<file path="config.mk">
export PLATFORM = sky130hd
export DESIGN_NAME = pc_sequencer
export DESIGN_NICKNAME = d
export VERILOG_FILES = /design/src/rtl/pc_seq_pkg.sv /design/src/rtl/pc_sequencer_redirect_arb.sv /design/src/rtl/pc_sequencer.sv
export SDC_FILE = /design/constraint.sdc
export NUM_CORES = 1
export LEC_CHECK = 0
export CORE_ASPECT_RATIO = 2
export CORE_UTILIZATION = 47
export CTS_BUF_LIST = sky130_fd_sc_hd__clkbuf_8
export CTS_CLUSTER_SIZE = 16
export DETAILED_ROUTE_END_ITERATION = 7
export PLACE_DENSITY = 0.83
export SLEW_MARGIN = 15
export SYNTH_ARGS = -nofsm -noshare
export SYNTH_HDL_FRONTEND = slang
export SYNTH_SLANG_ARGS = --single-unit
</file>
<file path="constraint.sdc">
create_clock -name clk_i -period 3.9 [get_ports clk_i]
set_input_delay 0.78 -clock clk_i [delete_from_list [all_inputs] [get_ports clk_i]]
set_output_delay 0.78 -clock clk_i [all_outputs]
set_load 0.005 [all_outputs]
</file>
<file path="src/rtl/pc_seq_pkg.sv">
// ---------------------------------------------------------------------------
// pc_seq_pkg
// Shared types and constants for the fetch-stage PC sequencer.
//   state_e  : sequencer state machine encoding (BOOT, RUN, PEND)
//   src_e    : which redirect source won arbitration in a cycle
//   INSN_BYTES / align_word : instruction size and word alignment helper
// ---------------------------------------------------------------------------
package pc_seq_pkg;

  // Sequencer states. BOOT is the post-reset settling cycle with no fetch,
  // RUN is normal fetching, PEND holds a redirect behind a stalled fetch.
  typedef enum logic [1:0] {
    BOOT = 2'd0,
    RUN  = 2'd1,
    PEND = 2'd2
  } state_e;

  // Size of one instruction in bytes; the sequential PC step.
  localparam logic [31:0] INSN_BYTES = 32'd4;

  // Redirect source selected by the arbiter.
  typedef enum logic [1:0] {
    SRC_NONE    = 2'd0,
    SRC_EX_BR   = 2'd1,
    SRC_EX_JALR = 2'd2,
    SRC_ID_JAL  = 2'd3
  } src_e;

  // Force a byte address onto an instruction boundary. Masking (rather than
  // slicing) keeps every input bit visibly consumed.
  function automatic logic [31:0] align_word(input logic [31:0] addr);
    return addr & ~(INSN_BYTES - 32'd1);
  endfunction

endpackage

</file>
<file path="src/rtl/pc_sequencer_redirect_arb.sv">
// ---------------------------------------------------------------------------
// pc_redirect_arb
// Purely combinational redirect arbiter for the PC sequencer.
// Resolves the EX branch condition, picks the winning redirect source
// (EX JALR, then EX taken branch, then ID JAL), aligns its target and
// produces the flush strobes that belong to that source.
//
// Ports
//   enable_i          : sequencer is able to accept redirects (not in BOOT)
//   stall_i           : hazard freeze; suppresses the ID-stage JAL only
//   branch_ex_i       : conditional branch resolving in EX
//   bne_ex_i          : 1 = BNE (taken on !zero), 0 = BEQ (taken on zero)
//   zero_ex_i         : ALU zero flag for the EX branch
//   branch_target_i   : byte target of the EX branch
//   jalr_ex_i         : JALR resolving in EX
//   jalr_target_i     : byte target of the JALR
//   jal_id_i          : JAL decoded in ID
//   jal_target_i      : byte target of the JAL
//   src_o             : winning redirect source (SRC_NONE if none)
//   target_o          : word-aligned target of the winning source
//   flush_if_o        : kill the instruction entering IF/ID
//   flush_id_o        : kill the instruction entering ID/EX
// ---------------------------------------------------------------------------
module pc_redirect_arb
  import pc_seq_pkg::*;
(
  input  logic        enable_i,
  input  logic        stall_i,
  input  logic        branch_ex_i,
  input  logic        bne_ex_i,
  input  logic        zero_ex_i,
  input  logic [31:0] branch_target_i,
  input  logic        jalr_ex_i,
  input  logic [31:0] jalr_target_i,
  input  logic        jal_id_i,
  input  logic [31:0] jal_target_i,
  output src_e        src_o,
  output logic [31:0] target_o,
  output logic        flush_if_o,
  output logic        flush_id_o
);

  logic taken;

  // BNE is taken when the operands differ (zero flag clear), BEQ when equal.
  assign taken = branch_ex_i & (bne_ex_i ? ~zero_ex_i : zero_ex_i);

  always_comb begin
    src_o      = SRC_NONE;
    target_o   = '0;
    flush_if_o = 1'b0;
    flush_id_o = 1'b0;

    if (enable_i) begin
      // EX sources are older in program order, so they win over ID and are
      // honoured even during a stall. The ID JAL is dropped under stall
      // because ID re-presents it once the freeze lifts.
      if (jalr_ex_i) begin
        src_o      = SRC_EX_JALR;
        target_o   = align_word(jalr_target_i);
        flush_if_o = 1'b1;
        flush_id_o = 1'b1;
      end else if (taken) begin
        src_o      = SRC_EX_BR;
        target_o   = align_word(branch_target_i);
        flush_if_o = 1'b1;
        flush_id_o = 1'b1;
      end else if (jal_id_i && !stall_i) begin
        src_o      = SRC_ID_JAL;
        target_o   = align_word(jal_target_i);
        flush_if_o = 1'b1;
      end
    end
  end

endmodule

</file>
<file path="src/rtl/pc_sequencer.sv">
// ---------------------------------------------------------------------------
// pc_sequencer
// Fetch-stage program counter controller. Holds the PC, chooses between
// sequential increment and redirects (EX branch, EX JALR, ID JAL), runs the
// instruction-memory valid/ready handshake, honours hazard stalls, parks a
// redirect that arrives while a fetch is blocked, emits flush strobes and
// counts granted redirects.
//
// Parameters
//   RESET_PC : PC value loaded on reset
//   CNT_W    : width of the saturating redirect counter
//
// Ports
//   clk_i, rst_i       : clock; asynchronous active-high reset
//   stall_i            : hazard-unit freeze of IF/ID
//   branch_ex_i, bne_ex_i, zero_ex_i, branch_target_i : EX branch
//   jalr_ex_i, jalr_target_i                          : EX JALR
//   jal_id_i, jal_target_i                            : ID JAL
//   fetch_ready_i      : instruction memory accepts the request
//   fetch_valid_o      : fetch request valid (registered)
//   pc_current_o       : fetch address (registered)
//   pc_plus4_o         : pc_current_o + 4, modulo 2^32
//   flush_if_o         : kill instruction entering IF/ID
//   flush_id_o         : kill instruction entering ID/EX
//   redirect_count_o   : redirects granted since reset, saturating
// ---------------------------------------------------------------------------
module pc_sequencer
  import pc_seq_pkg::*;
#(
  parameter logic [31:0] RESET_PC = 32'h0000_0000,
  parameter int          CNT_W    = 16
) (
  input  logic             clk_i,
  input  logic             rst_i,
  input  logic             stall_i,
  input  logic             branch_ex_i,
  input  logic             bne_ex_i,
  input  logic             zero_ex_i,
  input  logic [31:0]      branch_target_i,
  input  logic             jalr_ex_i,
  input  logic [31:0]      jalr_target_i,
  input  logic             jal_id_i,
  input  logic [31:0]      jal_target_i,
  input  logic             fetch_ready_i,
  output logic             fetch_valid_o,
  output logic [31:0]      pc_current_o,
  output logic [31:0]      pc_plus4_o,
  output logic             flush_if_o,
  output logic             flush_id_o,
  output logic [CNT_W-1:0] redirect_count_o
);

  state_e           state_q, state_d;
  logic [31:0]      pc_q, pc_d;
  logic [31:0]      pend_pc_q, pend_pc_d;
  logic             fetch_valid_q, fetch_valid_d;
  logic [CNT_W-1:0] cnt_q, cnt_d;

  src_e             arb_src;
  logic [31:0]      arb_target;
  logic             arb_flush_if;
  logic             arb_flush_id;
  logic             redirect;
  logic             accept;
  logic             pend_release;
  logic [31:0]      pc_plus4;

  // -------------------------------------------------------------------------
  // Redirect arbitration
  // -------------------------------------------------------------------------
  pc_redirect_arb u_arb (
    .enable_i        (state_q != BOOT),
    .stall_i         (stall_i),
    .branch_ex_i     (branch_ex_i),
    .bne_ex_i        (bne_ex_i),
    .zero_ex_i       (zero_ex_i),
    .branch_target_i (branch_target_i),
    .jalr_ex_i       (jalr_ex_i),
    .jalr_target_i   (jalr_target_i),
    .jal_id_i        (jal_id_i),
    .jal_target_i    (jal_target_i),
    .src_o           (arb_src),
    .target_o        (arb_target),
    .flush_if_o      (arb_flush_if),
    .flush_id_o      (arb_flush_id)
  );

  assign redirect = (arb_src != SRC_NONE);
  assign accept   = fetch_valid_q & fetch_ready_i;
  assign pc_plus4 = pc_q + INSN_BYTES;

  // -------------------------------------------------------------------------
  // Next-state / next-PC logic
  // -------------------------------------------------------------------------
  always_comb begin
    state_d      = state_q;
    pc_d         = pc_q;
    pend_pc_d    = pend_pc_q;
    pend_release = 1'b0;

    unique case (state_q)
      BOOT: begin
        // One quiet cycle after reset before the first fetch is issued.
        state_d = RUN;
      end

      RUN: begin
        if (redirect) begin
          if (accept) begin
            pc_d = arb_target;
          end else begin
            // The memory is still looking at pc_q, so the address must not
            // move. Park the target until the blocked fetch completes.
            pend_pc_d = arb_target;
            state_d   = PEND;
          end
        end else if (accept && !stall_i) begin
          pc_d = pc_plus4;
        end
      end

      PEND: begin
        // A younger redirect replaces the parked one; it has already
        // flushed whatever the older target would have fetched.
        if (redirect) begin
          pend_pc_d = arb_target;
        end
        if (accept) begin
          pc_d         = redirect ? arb_target : pend_pc_q;
          pend_pc_d    = '0;
          pend_release = 1'b1;
          state_d      = RUN;
        end
      end

      default: begin
        state_d = BOOT;
      end
    endcase

    // Fetch is requested in every state except BOOT.
    fetch_valid_d = (state_d != BOOT);

    cnt_d = cnt_q;
    if (redirect && (cnt_q != {CNT_W{1'b1}})) begin
      cnt_d = cnt_q + CNT_W'(1);
    end
  end

  // -------------------------------------------------------------------------
  // State registers
  // -------------------------------------------------------------------------
  always_ff @(posedge clk_i or posedge rst_i) begin
    if (rst_i) begin
      state_q       <= BOOT;
      pc_q          <= RESET_PC;
      pend_pc_q     <= '0;
      fetch_valid_q <= 1'b0;
      cnt_q         <= '0;
    end else begin
      state_q       <= state_d;
      pc_q          <= pc_d;
      pend_pc_q     <= pend_pc_d;
      fetch_valid_q <= fetch_valid_d;
      cnt_q         <= cnt_d;
    end
  end

  // -------------------------------------------------------------------------
  // Outputs
  // -------------------------------------------------------------------------
  assign fetch_valid_o    = fetch_valid_q;
  assign pc_current_o     = pc_q;
  assign pc_plus4_o       = pc_plus4;
  // The word fetched while a redirect was parked came from the old path,
  // so its acceptance also kills the IF/ID entry.
  assign flush_if_o       = arb_flush_if | pend_release;
  assign flush_id_o       = arb_flush_id;
  assign redirect_count_o = cnt_q;

  // Two EX redirect sources in the same cycle cannot come from one
  // instruction and indicates a broken decoder upstream.
  a_no_jalr_with_branch : assert property (
    @(posedge clk_i) disable iff (rst_i) !(jalr_ex_i && branch_ex_i)
  );

endmodule

</file>
==> impl_metrics.env <==
export IMPL_synthTopCellsByArea="dfrtp_1, nand2_1, o21ai_0"
export IMPL_fp_dieH_um=154
export IMPL_cts_root_buf="clkbuf_8"
export IMPL_vias_per_cell=6.07
export IMPL_grt_pass1_vias=5806
export IMPL_ys_warn_count=0
export IMPL_nFillCells=975
export IMPL_stdcell_count=950
export IMPL_synth_top_area_share_pct=38.3
export IMPL_slew_headroom_pct=46.1
export IMPL_synth_compound_gate_area_share_pct=24.7
export IMPL_synth_largest_area_cell="dfrtp_1"
export IMPL_synth_xor_area_share_pct=7.10
export IMPL_die_w_um=78.0
export IMPL_synthArstFlopShare_pct=100
export IMPL_grt_total_usage_pct=32.1
export IMPL_critPathMaxFanout=9
export IMPL_criticalPathCategory="flop to output port"
export IMPL_setup_violations=0
export IMPL_syn_area_um2=5430
export IMPL_ios=188
export IMPL_hold_class="flop to flop"
export IMPL_hold_violations=0
export IMPL_tightest_slew_ns=0.805
export IMPL_start_util_pct=48.1
export IMPL_max_freq_mhz=266
export IMPL_grt_max_degree=42
export IMPL_syn_inst=635
export IMPL_initialDrtViolationCount=451
export IMPL_p_per_area_nw_per_um2=736
export IMPL_io_buffers=181
export IMPL_multiInputGateArea_um2=3070
export IMPL_htreeDepth=3
export IMPL_synth_ff_latch_count=83
export IMPL_maxCapViolations=0
export IMPL_syn_num_nets=747
export IMPL_antenna_found_initial=1
export IMPL_start_kind="flop"
export IMPL_grt_pass1_wl_um=29700
export IMPL_post_cts_buffers=0
export IMPL_ant_nets=0
export IMPL_cts_buffer_depth=2
export IMPL_clock_latency_ns=0.37
export IMPL_dr_pass1_iters=5
export IMPL_seqCellArea_um2=2080
export IMPL_vias=5768
export IMPL_dpl_hpwl_um=14500
export IMPL_drv_slew=0
export IMPL_status="finished clean"
export IMPL_fin_skew_ns=0.0144
export IMPL_synthTopCellsByCount="dfrtp_1, nand2_1, nor2_1, o21ai_0, a21oi_1"
export IMPL_required_ns=3.12
export IMPL_cts_hold_buf=0
export IMPL_cp_arrival_ns=2.97
export IMPL_dp_cells=934
export IMPL_synth_edf_count=0
export IMPL_cts_tree="done"
export IMPL_rsz0062_at_grt="no"
export IMPL_area_delta_synth_final_pct=39.8
export IMPL_core_area_um2=11300
export IMPL_post_cts_resized=0
export IMPL_layout_min_cycle_time_ns=3.75
export IMPL_gp_congestion=0.882
export IMPL_wl_um=18800
export IMPL_synthMuxAreaShare_pct=0.761
export IMPL_die_area_um2=12000
export IMPL_drc=0
export IMPL_nets=915
export IMPL_synth_simple_gate_area_share_pct=22.3
export IMPL_synthFlopType="dfrtp_1"
export IMPL_seq_area_frac_synth_pct=38.3
export IMPL_clock_sinks=83
export IMPL_synth_top_family_by_area="compound AO/OA/AOI/OAI gates"
export IMPL_synth_distinct_cells=70
export IMPL_max_vdd_ir_drop_mv=0.422
export IMPL_power_leakage_nw=3.14
export IMPL_fin_setup_tns_ns=0
export IMPL_synth_fa_ha_area_share_pct=1.61
export IMPL_core_rowCount=55
export IMPL_period_share_pct=96.3
export IMPL_avgSynthCellArea_um2=8.55
export IMPL_gr_total_overflow=0
export IMPL_endpoint_kind="output port"
export IMPL_drive_gt1_share_pct=7.43
export IMPL_yosysMostFrequentCell="dfrtp_1"
export IMPL_cts_buffers=9
export IMPL_clk_pin_slew_ns=0.09
export IMPL_wl_per_cell_um=19.8
[where the power goes]
group / internal, mW / switching, mW
combinational: 1.57 / 1.71
clock: 0.374 / 0.331
sequential: 1.18 / 0.414
total: 3.13 / 2.46
[routing by layer]
layer / part of all wire [%] / track usage [%]
met5: 0 / 0
met4: 5.2 / 18.0
met3: 5.6 / 5.16
met2: 53 / 57.1
met1: 36 / 35.8
[cell usage in the layout, fill, tap and decap left out, types with 19 or more instances in the layout]
cell type	instances
clkdlybuf4s50_1	181
nand2_1	71
xnor2_1	26
and3_1	24
nand3_1	32
inv_1	19
buf_4	21
o21ai_0	48
dfrtp_1	83
nor2_1	48
a21oi_1	37
[cells by family after synthesis]
family,Yosys count
and+or+nand+nor,238
muxes,4
DFF,83
xor gates and xnor gates,44
buffers and inverters,64
adders and majority gates,7
AOI/OAI and AO/OA,195
[through the flow]
step / worst slack (ns) / utilization, % / hold slack [ns] / instance area, µm² / power (mW)
6_report: 0.145 / 67.2 / 0.480 / 7590 / 5.58
5_1_grt: 0.000818 / 67.2 / 0.498 / 7590 / 5.93
4_1_cts: 0.162 / 67.2 / 0.480 / 7580 / 5.54
3_5_place_dp: 0.536 / 65.3 / 0.459 / 7370 / 4.84
3_3_place_gp: 0.561 / 65.3 / 0.452 / 7370 / 4.74
2_1_floorplan: 0.983 / - / 0.438 / 5430 / 3.35
[critical path, cell delays in order, from the launching register on]
cell	delay, ns
dfrtp_1	0.47
ha_1	0.30
nand3_1	0.25
nor2_2	0.45
nand2_1	0.22
nor2_1	0.21
xor2_1	0.18
clkdlybuf4s50_1	0.52
[flip-flops by register name (all words and copies together) (netlist names)]
name,count
fetch_valid_o,1
state_q,2
pc_current_o,32
redirect_count_o,16
pend_pc_q,32
[cell type report]
| class | instances | share of cell area (%) |
|---|---|---|
| Multi-Input combinational cell | 488 | 40.5 |
| Timing Repair Buffer | 202 | 26.0 |
| Clock inverter | 5 | 1.02 |
| Sequential cell | 83 | 27.4 |
| Tap cell | 142 | 2.34 |
| Inverter | 19 | 0.956 |
| Clock buffer | 10 | 1.81 |
| Antenna cell | 1 | 0.0330 |
[path summary, 6_finish.rpt]
check                                            start                           to  slack [ns]  cells after the start
setup reg to reg                  state_q[1]$_DFF_PP0_     pend_pc_q[2]$_DFFE_PP0P_        0.99                      9
hold / removal               pend_pc_q[27]$_DFFE_PP0P_    pend_pc_q[27]$_DFFE_PP0P_        0.48                      2
max in group asynchronous                        rst_i     pend_pc_q[9]$_DFFE_PP0P_        2.25                      3
hold reg to reg              pend_pc_q[27]$_DFFE_PP0P_    pend_pc_q[27]$_DFFE_PP0P_        0.48                      2
setup / recovery           pc_current_o[3]$_DFFE_PP0P_               pc_plus4_o[20]        0.15                      7
min in group asynchronous                        rst_i  pc_current_o[8]$_DFFE_PP0P_        0.80                      2
Power figures use the tool's default switching activity.
